### src/rtl/cla_seq_adder.sv
// Byte-serial WIDTH-bit add/subtract: one 8-bit carry-lookahead slice is reused once per clock,
// least-significant byte first, behind valid/ready request and result handshakes.

module CLA_Adder (
  input  logic [7:0] a_i,
  input  logic [7:0] b_i,
  input  logic       c_i,
  output logic [7:0] s_o,
  output logic       c_o,
  output logic       g_o,
  output logic       p_o
);
  logic [7:0] gen_s;
  logic [7:0] prop_s;
  logic [8:0] carry_s;

  assign gen_s  = a_i & b_i;
  assign prop_s = a_i ^ b_i;

  // Each carry is a flat sum of generate/propagate products, not a ripple chain.
  always_comb begin
    logic term_v;
    term_v  = 1'b0;
    carry_s = 9'd0;
    carry_s[0] = c_i;
    for (int i = 0; i < 8; i++) begin
      term_v = c_i;
      for (int j = 0; j <= i; j++) begin
        term_v = term_v & prop_s[j];
      end
      carry_s[i+1] = term_v;
      for (int k = 0; k <= i; k++) begin
        term_v = gen_s[k];
        for (int j = k + 1; j <= i; j++) begin
          term_v = term_v & prop_s[j];
        end
        carry_s[i+1] = carry_s[i+1] | term_v;
      end
    end
  end

  // Group generate for cascading slices in a two-level lookahead.
  always_comb begin
    logic grp_v;
    grp_v = 1'b0;
    g_o   = 1'b0;
    for (int k = 0; k < 8; k++) begin
      grp_v = gen_s[k];
      for (int j = k + 1; j < 8; j++) begin
        grp_v = grp_v & prop_s[j];
      end
      g_o = g_o | grp_v;
    end
  end

  assign p_o = &prop_s;
  assign s_o = prop_s ^ carry_s[7:0];
  assign c_o = carry_s[8];
endmodule

module cla_seq_adder #(
  parameter int WIDTH = 32
) (
  input  logic             clk,
  input  logic             rst,
  input  logic             start_valid,
  output logic             start_ready,
  input  logic [WIDTH-1:0] a,
  input  logic [WIDTH-1:0] b,
  input  logic             sub,
  input  logic             cin,
  output logic             res_valid,
  input  logic             res_ready,
  output logic [WIDTH-1:0] sum,
  output logic             cout,
  output logic             ovf,
  output logic             busy
);
  localparam int BEATS = WIDTH / 8;
  localparam int BW    = $clog2(BEATS);
  localparam logic [BW-1:0] LAST_BEAT = BW'(BEATS - 1);

  if ((WIDTH % 8) != 0 || WIDTH < 16) begin : g_bad_width
    $error("cla_seq_adder: WIDTH must be a multiple of 8 and at least 16");
  end

  typedef enum logic [1:0] {
    ST_IDLE = 2'd0,
    ST_RUN  = 2'd1,
    ST_DONE = 2'd2
  } state_e;

  state_e           state_q, state_d;
  logic [WIDTH-1:0] opa_q, opa_d;
  logic [WIDTH-1:0] opb_q, opb_d;
  logic [WIDTH-1:0] sum_q, sum_d;
  logic [BW-1:0]    beat_q, beat_d;
  logic             carry_q, carry_d;
  logic             cout_q, cout_d;
  logic             ovf_q, ovf_d;

  logic [7:0]       slice_a_s;
  logic [7:0]       slice_b_s;
  logic [7:0]       slice_sum_s;
  logic             slice_cout_s;
  logic             slice_g_unused;
  logic             slice_p_unused;
  logic             last_beat_s;

  assign slice_a_s   = opa_q[{beat_q, 3'b000} +: 8];
  assign slice_b_s   = opb_q[{beat_q, 3'b000} +: 8];
  assign last_beat_s = (beat_q == LAST_BEAT);

  CLA_Adder u_slice (
    .a_i (slice_a_s),
    .b_i (slice_b_s),
    .c_i (carry_q),
    .s_o (slice_sum_s),
    .c_o (slice_cout_s),
    .g_o (slice_g_unused),
    .p_o (slice_p_unused)
  );

  // State register.
  always_ff @(posedge clk or posedge rst) begin
    if (rst) begin
      state_q <= ST_IDLE;
    end else begin
      state_q <= state_d;
    end
  end

  // Next-state decode; DONE always returns to IDLE so no accept overlaps a hand-off.
  always_comb begin
    state_d = state_q;
    case (state_q)
      ST_IDLE: begin
        if (start_valid) begin
          state_d = ST_RUN;
        end else begin
          state_d = ST_IDLE;
        end
      end
      ST_RUN: begin
        if (last_beat_s) begin
          state_d = ST_DONE;
        end else begin
          state_d = ST_RUN;
        end
      end
      ST_DONE: begin
        if (res_ready) begin
          state_d = ST_IDLE;
        end else begin
          state_d = ST_DONE;
        end
      end
      default: state_d = ST_IDLE;
    endcase
  end

  // Handshake outputs decoded straight from the state register.
  always_comb begin
    start_ready = 1'b0;
    res_valid   = 1'b0;
    busy        = 1'b0;
    case (state_q)
      ST_IDLE: start_ready = 1'b1;
      ST_RUN:  busy        = 1'b1;
      ST_DONE: begin
        res_valid = 1'b1;
        busy      = 1'b1;
      end
      default: start_ready = 1'b0;
    endcase
  end

  // Datapath next state: subtract is folded into A + ~B + 1 at acceptance.
  always_comb begin
    opa_d   = opa_q;
    opb_d   = opb_q;
    sum_d   = sum_q;
    beat_d  = beat_q;
    carry_d = carry_q;
    cout_d  = cout_q;
    ovf_d   = ovf_q;
    case (state_q)
      ST_IDLE: begin
        if (start_valid) begin
          opa_d   = a;
          opb_d   = sub ? ~b : b;
          carry_d = sub ? 1'b1 : cin;
          sum_d   = {WIDTH{1'b0}};
          beat_d  = {BW{1'b0}};
        end else begin
          opa_d = opa_q;
        end
      end
      ST_RUN: begin
        sum_d[{beat_q, 3'b000} +: 8] = slice_sum_s;
        carry_d = slice_cout_s;
        if (last_beat_s) begin
          cout_d = slice_cout_s;
          ovf_d  = (opa_q[WIDTH-1] == opb_q[WIDTH-1]) && (slice_sum_s[7] != opa_q[WIDTH-1]);
        end else begin
          beat_d = beat_q + BW'(1);
        end
      end
      ST_DONE: begin
        sum_d = sum_q;
      end
      default: begin
        sum_d = sum_q;
      end
    endcase
  end

  // Datapath registers.
  always_ff @(posedge clk or posedge rst) begin
    if (rst) begin
      opa_q   <= {WIDTH{1'b0}};
      opb_q   <= {WIDTH{1'b0}};
      sum_q   <= {WIDTH{1'b0}};
      beat_q  <= {BW{1'b0}};
      carry_q <= 1'b0;
      cout_q  <= 1'b0;
      ovf_q   <= 1'b0;
    end else begin
      opa_q   <= opa_d;
      opb_q   <= opb_d;
      sum_q   <= sum_d;
      beat_q  <= beat_d;
      carry_q <= carry_d;
      cout_q  <= cout_d;
      ovf_q   <= ovf_d;
    end
  end

  assign sum  = sum_q;
  assign cout = cout_q;
  assign ovf  = ovf_q;
endmodule
### config.mk
export PLATFORM = sky130hd
export DESIGN_NAME = cla_seq_adder
export DESIGN_NICKNAME = d
export VERILOG_FILES = /design/src/rtl/cla_seq_adder.sv
export SDC_FILE = /design/constraint.sdc
export NUM_CORES = 1
export LEC_CHECK = 0
export BUFFER_PORTS_ARGS = -buffer_cell sky130_fd_sc_hd__buf_2
export CAP_MARGIN = 15
export CORE_ASPECT_RATIO = 0.7
export CORE_MARGIN = 2
export CORE_UTILIZATION = 50
export CTS_CLUSTER_DIAMETER = 150
export DETAILED_ROUTE_END_ITERATION = 16
export GPL_ROUTABILITY_DRIVEN = 0
export PLACE_DENSITY = 0.77
export SETUP_SLACK_MARGIN = 0.05
export SLEW_MARGIN = 25
export SYNTH_ARGS = -nofsm -noshare
export SYNTH_HDL_FRONTEND = slang
export SYNTH_HIERARCHICAL = 1
export SYNTH_SLANG_ARGS = --single-unit
### constraint.sdc
create_clock -name clk -period 4.5 [get_ports clk]
set_clock_uncertainty 0.05 [all_clocks]
set_input_delay 0.45 -clock clk [delete_from_list [all_inputs] [get_ports clk]]
set_output_delay 0.45 -clock clk [all_outputs]
set_load 0.02 [all_outputs]
After elaboration in Yosys (flattened, before gate mapping) --
Cells that the tools add are included.
Word-level totals: register bits after elaboration 103, bits in latches 0, RAM bits 0, ROM bits 0, input port bits 70, output and inout bits 37, memories kept 0
Operators by class: add/subtract/negate cells 2, multipliers 0, divide/modulo/power cells 0, order comparisons 0, equality and inequality tests 7, shift-type cells 4, muxes and demuxes 17, bitwise operators 76, reductions and logical operators 8
Operators with widths (number):
- $mux 32 | 2
- $pmux 32 s2 | 1
- $shiftx 32x6->8 | 2
- $and 1x1->1 | 36
- $or 1x1->1 | 36
- $bwmux 32 | 1
- $not 32->32 | 1
- $shift 8x7->32 const A | 1
- $shiftx 8x7->32 | 1
- $xor 8x8->8 | 2
- $and 8x8->8 | 1
- $mux 2 | 4
- $neg 5->7 | 1
- $mux 1 | 6
- $pmux 2 s3 | 1
- $reduce_and 2->1 | 3
- $eq 2x2->1 const B | 2
- $ne 2x2->1 const B | 2
- $pmux 2 s2 | 1
- $reduce_and 3->1 | 1
- $add 2x1->2 const B | 1
- $eq 2x1->1 const B | 1
- $logic_not 2->1 | 1
- $pmux 1 s2 | 1
- other kinds (5) | 5

Longest topological paths before layout --
Gate-level depths: netlist (run 1).
depth in word-level cells 20, mapped depth 12, gate-level depth less buffers 10

Modules after synthesis --
The synthesis (run 1) kept the hierarchy.
By module, submodules not included:
- cla_seq_adder | instances 1, cells an instance 408, area an instance 4926.0 um^2, sequential area each 2577.5 um^2
- CLA_Adder | instances 1, cells an instance 44, area an instance 345.3 um^2, sequential area each 0.0 um^2

Least setup slack after synthesis (run 1) --
No wires, ideal clock.
kind register to register, start point register beat_q[0], end point register ovf_q, in the netlist ovf, arrival 3.001 ns, slack 1.367 ns, cell stages (with the launch flop) 12, buffers on the path 1, path through dfrtp_1 > buf_2 > mux4_2 > ha_1 > ha_1 > o21ai_0 > a21oi_1 > nor4_1 > o221a_1 > nor3b_1 > a21oi_1 > o21ai_0
Between the ends: longest elaborated chain between the ends 19, elaborated cells between the ends (all ways) 44, those cells by class eq/ne (2); shift (2); bitwise (38); reduce/logical (2)
RTL lines:
- start: declaration | RTL line 97 | logic [BW-1:0] beat_q, beat_d;
- start signal: assignment | RTL line 224 | beat_q <= {BW{1'b0}};
- start signal: assignment | RTL line 232 | beat_q <= beat_d;
- $shiftx 32x6->8 * | RTL line 110 | assign slice_a_s = opa_q[{beat_q, 3'b000} +: 8];
- net slice_a_s[0] | RTL line 102 | logic [7:0] slice_a_s;
- $xor 8x8->8 | RTL line 18 | assign prop_s = a_i ^ b_i;
- $and 1x1->1 (7 in a row) | RTL line 29 | term_v = term_v & prop_s[j];
- $or 1x1->1 * (7 in a row) | RTL line 37 | carry_s[i+1] = carry_s[i+1] | term_v;
- $xor 8x8->8 * | RTL line 57 | assign s_o = prop_s ^ carry_s[7:0];
- net slice_sum_s[7] | RTL line 104 | logic [7:0] slice_sum_s;
- $ne 1x1->1 * | RTL line 204 | ovf_d = (opa_q[WIDTH-1] == opb_q[WIDTH-1]) && (slice_sum_s[7] != opa_q[WIDTH-1]);
- $logic_and 1x1->1 * | RTL line 204
- end signal: assignment | RTL line 235 | ovf_q <= ovf_d;
- end: declaration | RTL line 100 | logic ovf_q, ovf_d;
Mark *: on every way through the listed nets, which the timed path passes. The rest lies on a longest branch. A chain may end at the register's enable or synchronous reset.

Worst setup path in the final report (run 1) --
start point register beat_q[0], end point register ovf_q, in the netlist ovf
Between the ends: elaborated cells between the ends (all ways) 44, those cells by class eq/ne (2); shift (2); bitwise (38); reduce/logical (2)
RTL lines:
- $shiftx 32x6->8 * | RTL line 111 | assign slice_b_s = opb_q[{beat_q, 3'b000} +: 8];
- net slice_b_s[3] | RTL line 103 | logic [7:0] slice_b_s;
- $xor 8x8->8 | RTL line 18
- $and 1x1->1, on equally long branches (4 in a row) | RTL line 29, 35
- $or 1x1->1 (3 in a row) | RTL line 37
- $or 1x1->1 * (4 in a row) | RTL line 37
- $xor 8x8->8 * | RTL line 57
- net slice_sum_s[7] | RTL line 104
- $ne 1x1->1 * | RTL line 204
- $logic_and 1x1->1 * | RTL line 204
Marks and branches as above.

==> impl_metrics.csv, run 1 <==
group,metric,value,unit
outcome,status,"complete, no violations",
detailed_routing,ant_nets,0,
synth,synthCells,445,
timing,whs,170.1,ps
power_and_ir_drop,finalPower,5224,uW
finish,diodes,0,
setup_path,startpoint_type,"flop",
timing,worst_pin_slew,951.6,ps
detailed_routing,drt_iter0_drc,288,
detailed_routing,vias,3757,
finish,nets,627,
synth,syn_avg_cell_area,11.76,sq um
setup_path,worstSetupStartpoint,"beat_q[0]",
finish,drive_gt1_frac,0.3284,
power_and_ir_drop,sw_frac_of_total,0.4493,
finish,syn2layout_area_growth,16.18,%
synth,syn-num-nets,535,
die,dieArea,11320,sq um
global_route,first_global_vias,3697,
clock_network,cts_max_level,3,
setup_path,r2r_slack,810,ps
die,rows,31,
timing,tns,0,ps
power_and_ir_drop,seq_power_share,0.295,
clock_network,ctsHoldBuffers,0,
place,placedInstanceArea,5789,sq um
power_and_ir_drop,p_leak,0.002813,uW
synth,ys_warn_count,6,
power_and_ir_drop,peakVddDrop,0.4893,mV
power_and_ir_drop,p_sw,2347,uW
clock_network,ctsResizeCount,0,
clock_network,cts_setup_buffers,0,
setup_path,r2r_end,"ovf",
power_and_ir_drop,power_frac_clock,0.148,
timing,slew_viol_final,0,
clock_network,clock_path_buffers,2,
setup_path,path_class,"reg2reg",
finish,fillCellCount,811,
run,cap_violations,0,
clock_network,insertion_delay,350,ps
power_and_ir_drop,p_int,2876,uW
timing,hold_viol_final,0,
synth,synth_area,5235,sq um
place,hpwlAfterDp,8.746,mm
detailed_routing,wl,12.15,mm
setup_path,arrival,3910,ps
power_and_ir_drop,comb_power_share,0.557,
place,pre_cts_ws,934.9,ps
global_route,grt_pass1_wl,19.25,mm
setup_path,required,4720,ps
clock_network,cts_tree,"yes",
min_path,hp-class,"in2async",
detailed_routing,drc,0,
power_and_ir_drop,power.density,858.9,nW/um^2
die,die_x,126.3,microns
setup_path,reg2reg_from,"beat_q[0]",
die,die_height,89.61,microns
timing,finalCritPeriodShare,0.8192,
finish,stdcell_area,6082,sq um
clock_network,path_clk_slew,70,ps
detailed_routing,wl_per_cell,18.02,microns
detailed_routing,first_pass_iters,5,
timing,period_needed,3687,ps
timing,rsz0062_at_grt,"no",
detailed_routing,vias_per_cell,5.574,
place,port_buffers,106,
clock_network,root_buffer,"clkbuf_16",
global_route,grtUsageTotal,0.2232,
global_route,antenna_found_initial,0,
clock_network,cts_sinks,103,
die,pin_count,107,
timing,max_freq,271.3,MHz
setup_path,reg2regPathDepth,10,
die,core,10280,sq um
clock_network,cts_buffers,9,
global_route,grt_max_degree,99,
setup_path,cp_max_fo,15,
timing,fin_ws,813.5,ps
global_route,globalRouteOverflowTotal,0,
timing,relSlewSlack,0.3656,
timing,setup_viol,0,
setup_path,endpoint_kind,"flop",
die,start_util,0.5093,
-- worst max-delay path by stage --
stage | to | slack [ps] | cells after the start
after floorplan | beat_q[0] | 1300 | 1
after global placement | ovf | 1180 | 10
after detailed placement | ovf | 930 | 10
after CTS | ovf | 910 | 10
after global routing | ovf | 550 | 10
final | ovf | 810 | 10
-- area by class of cell --
type,count,area [sq um],area share
Sequential cell,103,2577,0.4238
Multi-Input combinational cell,297,2427,0.3991
Timing Repair Buffer,109,553.0,0.09093
Clock buffer,13,250.2,0.04114
Tap cell,132,165.2,0.02715
Inverter,17,66.31,0.01090
Clock inverter,3,42.54,0.006994
-- critical path, stage by stage, from the launching register on --
cell,delay (ps)
dfrtp_1,580
buf_4,380
mux4_2,560
ha_1,370
a211oi_2,220
nor2_1,120
nor4_1,500
o221a_1,410
nor3b_1,220
a21oi_1,60
o21ai_0,140
-- power by group through the flow --
stage                     Clock [uW]  Sequential (uW)  Combinational [uW]
after floorplan                    0             1490                2160
after CTS                        787             1530                2850
final                            776             1540                2910
after global placement             0             1540                2700
after detailed placement           0             1540                2810
after global routing             821             1580                3180
-- state kept, by name, summed over array words and instances (netlist names) --
register / flops
cout: 1
opa_q: 32
ovf: 1
opb_q: 32
carry_q: 1
beat_q: 2
state_q: 2
sum: 32
-- layer usage --
layer  track usage  vias up  part of all wire
met4       0.06893        0             0.014
met2        0.3201      153              0.42
met5             0        -                 0
li1              -     1760                 -
met1        0.3353     1828              0.49
met3       0.05865       16             0.070
-- placed cells by master, fill, tap and decap left out, types with 2 or more instances in the layout --
cell type and count:
o22ai_1 2, ha_1 19, nor2b_1 3, inv_1 16
o21ai_0 40, mux2i_1 9, buf_4 3, nand4_1 4
o2bb2ai_1 22, dfrtp_1 103, clkbuf_1 3, clkbuf_16 9
nand2_1 44, buf_2 106, nor3_1 4, xnor2_1 34
a21oi_1 7, nor2_1 6, nand3_1 24, nand2b_1 6
xor2_1 3, nand2_2 2, mux4_2 16, a211oi_1 2
mux2_2 33
-- metrics by stage --
stage / cells / util
after CTS: 674 / 0.5917
after global placement: 658 / 0.5632
after detailed placement: 658 / 0.5632
final: 674 / 0.5917
after global routing: 674 / 0.5917
after floorplan: 445 / -
Note: power is estimated with default switching activity, not from simulation.
==> inputs of run 2 (changes only) <==
--- a/config.mk
+++ b/config.mk
@@ -13,7 +13,7 @@
 export CTS_CLUSTER_DIAMETER = 150
 export DETAILED_ROUTE_END_ITERATION = 16
 export GPL_ROUTABILITY_DRIVEN = 0
-export PLACE_DENSITY = 0.77
+export PLACE_DENSITY = 0.8
 export SETUP_SLACK_MARGIN = 0.05
 export SLEW_MARGIN = 25
 export SYNTH_ARGS = -nofsm -noshare
==> constraint.sdc (replaced) <==
create_clock -name clk -period 3.3 [get_ports clk]
set_clock_uncertainty 0.05 [all_clocks]
set_input_delay 0.33 -clock clk [delete_from_list [all_inputs] [get_ports clk]]
set_output_delay 0.33 -clock clk [all_outputs]
set_load 0.02 [all_outputs]
==> impl_metrics.csv, run 2 (synthesis gave the netlist of run 1 again) <==
group,metric,value,unit
outcome,status,"complete, no violations",
die,pin_count,107,
timing,finalCritPeriodShare,0.9550,
die,die_height,89.61,microns
setup_path,r2r_end,"sum[23]",
detailed_routing,wl,11.92,mm
finish,most-common-layout-cells,"buf_2, dfrtp_1, nand2_1, o21ai_0, xnor2_1",
detailed_routing,ant_nets,0,
place,place_inst,662,
clock_network,cts_sinks,103,
setup_path,cp_max_fo,21,
finish,nets,631,
clock_network,cts_buffers,9,
setup_path,required,3510,ps
finish,mostFrequentLayoutCell,"buf_2",
setup_path,reg2reg_from,"beat_q[0]",
finish,diodes,0,
global_route,globalRouteOverflowTotal,0,
global_route,grt_pass1_wl,19.25,mm
timing,whs,72.36,ps
clock_network,cts_max_level,3,
timing,hold_viol_final,0,
detailed_routing,first_pass_iters,4,
timing,tns,0,ps
power_and_ir_drop,peakVddDrop,0.7657,mV
timing,relSlewSlack,0.3695,
finish,drive_gt1_frac,0.3376,
global_route,grtUsageTotal,0.2224,
clock_network,insertion_delay,350,ps
die,die_x,126.3,microns
place,port_buffers,106,
setup_path,path_class,"reg2reg",
detailed_routing,vias_per_cell,5.641,
min_path,hp-class,"in2async",
setup_path,reg2regPathDepth,11,
timing,max_freq,317.3,MHz
timing,worst_pin_slew,945.8,ps
setup_path,r2r_slack,150,ps
detailed_routing,wl_per_cell,17.60,microns
detailed_routing,vias,3819,
setup_path,startpoint_type,"flop",
clock_network,path_clk_slew,70,ps
die,start_util,0.5093,
power_and_ir_drop,p_leak,0.002853,uW
detailed_routing,drc,0,
clock_network,root_buffer,"clkbuf_16",
die,rows,31,
run,cap_violations,0,
place,hpwlAfterDp,8.575,mm
global_route,first_global_vias,3759,
die,core,10280,sq um
place,placedInstanceArea,5844,sq um
global_route,grt_max_degree,99,
setup_path,arrival,3360,ps
clock_network,cts_tree,"yes",
power_and_ir_drop,power.density,1193,nW/um^2
timing,setup_viol,0,
detailed_routing,drt_iter0_drc,253,
timing,period_needed,3151,ps
timing,slew_viol_final,0,
finish,stdcell_area,6170,sq um
clock_network,clock_path_buffers,2,
finish,syn2layout_area_growth,17.85,%
global_route,antenna_found_initial,0,
die,dieArea,11320,sq um
finish,fin_util,0.6002,
setup_path,endpoint_kind,"flop",
finish,layoutNonFillerInstCount,677,
-- run 2: final cells by class --
type,instances,area [sq um]
fill,812,4109
sequential,103,2577
multi-input combinational,297,2439
timing repair buffer,113,608.1
clock buffer,12,246.5
tap,132,165.2
clock inverter,3,67.56
inverter,17,66.31
-- run 2: stage by stage --
step,power [uW],worst slack [ps]
2_1_floorplan,4975,187.4
3_3_place_gp,5921,259.2
3_5_place_dp,6085,115.1
4_1_cts,7249,108.4
5_1_grt,7833,-14.79
6_report,7359,148.6
-- run 2: routing by layer --
metal / up-vias / wire length (microns) / track usage
met1: 1859 / 5462 / 0.3123
met4: 0 / 303 / 0.08791
met3: 28 / 955 / 0.05924
met5: - / 0 / 0
li1: 1761 / - / -
met2: 171 / 5197 / 0.3368
-- run 2: worst max-delay path, cell delays in order, from the launching register on --
cell       delay [ps]
dfrtp_1           390
buf_12            200
mux4_2            560
ha_1              300
ha_1              180
o21ai_1           200
a21oi_1           190
nor4_2            270
o221a_1           310
buf_4             160
nand3_1            70
o2bb2ai_1         180
-- run 2: report_power, final --
group          switching (uW)  internal (uW)  total (uW)
clock network             450            682        1130
registers                 309           1750        2060
logic                    2460           1710        4170
-- run 2: how the worst max path moves through the flow --
stage	startpoint	end	slack [ps]	cells after the start
2_1_floorplan	beat_q[0]	ovf	190	11
3_3_place_gp	beat_q[0]	ovf	260	11
3_5_place_dp	beat_q[0]	ovf	120	11
4_1_cts	beat_q[0]	sum[23]	110	11
5_1_grt	beat_q[0]	sum[23]	-10	11
6_report	beat_q[0]	sum[23]	150	11
-- run 2: what timing repair did --
item                       CTS  global route
setup endpoints to repair    0             6
setup buffers                0             0
resized for setup            0             3
hold buffers                 0             0
==> inputs of run 3 (changes only) <==
--- a/config.mk
+++ b/config.mk
@@ -9,11 +9,11 @@
 export CAP_MARGIN = 15
 export CORE_ASPECT_RATIO = 0.7
 export CORE_MARGIN = 2
-export CORE_UTILIZATION = 50
+export CORE_UTILIZATION = 30
 export CTS_CLUSTER_DIAMETER = 150
 export DETAILED_ROUTE_END_ITERATION = 16
 export GPL_ROUTABILITY_DRIVEN = 0
-export PLACE_DENSITY = 0.8
+export PLACE_DENSITY = 0.54
 export SETUP_SLACK_MARGIN = 0.05
 export SLEW_MARGIN = 25
 export SYNTH_ARGS = -nofsm -noshare
==> impl_metrics.csv, run 3 (synthesis gave the netlist of run 1 again) <==
group,metric,value,unit
global_route,grtUsageTotal,0.1492,
global_route,antenna_found_initial,0,
detailed_routing,first_pass_iters,4,
finish,most-common-layout-cells,"buf_2, dfrtp_1, nand2_1, o21ai_0",
clock_network,clock_path_buffers,2,
timing,slew_viol_final,0,
setup_path,path_class,"reg2reg",
die,pin_count,107,
outcome,status,"complete, no violations",
timing,setup_viol,0,
setup_path,r2r_slack,320,ps
power_and_ir_drop,p_leak,0.002904,uW
die,start_util,0.3058,
setup_path,arrival,3160,ps
detailed_routing,wl_per_cell,16.71,microns
place,hpwlAfterDp,9.935,mm
finish,stdcell_area,6411,sq um
global_route,grt_max_degree,71,
timing,max_freq,335.3,MHz
run,cap_violations,0,
timing,rsz0062_at_grt,"no",
timing,period_needed,2983,ps
die,die_height,114.5,microns
timing,tns,0,ps
place,port_buffers,106,
clock_network,cts_max_level,3,
timing,finalCritPeriodShare,0.9038,
timing,relSlewSlack,0.3795,
die,core,17120,sq um
detailed_routing,drc,0,
place,placedInstanceArea,6033,sq um
finish,diodes,0,
min_path,hp-class,"in2async",
finish,nets,640,
clock_network,cts_tree,"yes",
power_and_ir_drop,peakVddDrop,0.7065,mV
power_and_ir_drop,power.density,1218,nW/um^2
clock_network,cts_buffers,9,
detailed_routing,vias,3689,
setup_path,startpoint_type,"flop",
clock_network,path_clk_slew,70,ps
clock_network,ctsHoldBuffers,0,
clock_network,insertion_delay,350,ps
setup_path,required,3480,ps
setup_path,cp_max_fo,8,
global_route,grt_pass1_wl,21.09,mm
timing,worst_pin_slew,930.7,ps
die,die_x,161.9,microns
global_route,globalRouteOverflowTotal,0,
setup_path,r2r_end,"ovf",
timing,fin_ws,317.5,ps
setup_path,endpoint_kind,"flop",
detailed_routing,ant_nets,0,
setup_path,reg2regPathDepth,11,
detailed_routing,wl,13.12,mm
setup_path,reg2reg_from,"beat_q[0]",
finish,mostFrequentLayoutCell,"buf_2",
finish,drive_gt1_frac,0.3610,
global_route,first_global_vias,3804,
clock_network,cts_sinks,103,
die,rows,40,
finish,syn2layout_area_growth,22.47,%
timing,hold_viol_final,0,
timing,whs,115.2,ps
clock_network,root_buffer,"clkbuf_16",
power_and_ir_drop,finalPower,7807,uW
die,dieArea,18540,sq um
detailed_routing,drt_iter0_drc,225,
detailed_routing,vias_per_cell,4.699,
place,pre_cts_ws,64.20,ps
-- run 3: worst max path at each step --
stage / to / start / cells after the start
after floorplan: ovf / beat_q[0] / 11
after global placement: ovf / beat_q[0] / 11
after detailed placement: ovf / beat_q[0] / 11
after CTS: ovf / beat_q[0] / 11
after global routing: ovf / beat_q[0] / 11
final: ovf / beat_q[0] / 11
-- run 3: cell type report --
type,instances,area [sq um]
clock buffer,9,225.2
clock inverter,6,92.59
fill,1729,10710
inverter,17,66.31
multi-input combinational,297,2471
sequential,103,2579
tap,231,289.0
timing repair buffer,122,688.2
-- run 3: layer usage --
metal / global-route usage / wire [microns] / vias to the layer above
met5: 0 / 0 / -
met4: 0.03717 / 113 / 0
met3: 0.03223 / 636 / 8
met2: 0.2077 / 5349 / 98
met1: 0.2327 / 7016 / 1794
li1: - / - / 1789
-- run 3: critical path, stage by stage (launching register included) --
cell	delay, ps
dfrtp_2	410
buf_12	140
buf_12	130
mux4_2	540
ha_4	260
a211oi_2	170
nor2_1	120
or4_1	410
o221a_2	300
nor3b_1	150
a21oi_1	100
o21ai_0	80
-- run 3: what timing repair did --
| action | CTS | global route |
|---|---|---|
| endpoints found under the setup margin | 0 | 13 |
| buffers inserted | 0 | 2 |
| gates resized for setup | 0 | 8 |
-- run 3: stage by stage --
step                cells  utilization
CTS                   783       0.3711
global placement      768       0.3525
detailed placement    768       0.3525
global route          785       0.3746
finish                785       0.3746
floorplan             445            -
-- run 3: report_power, final --
part / switching (uW) / total [uW] / internal (uW)
clock: 477 / 1140 / 666
combinational: 2570 / 4600 / 2030
sequential: 315 / 2070 / 1750
total: 3360 / 7810 / 4450
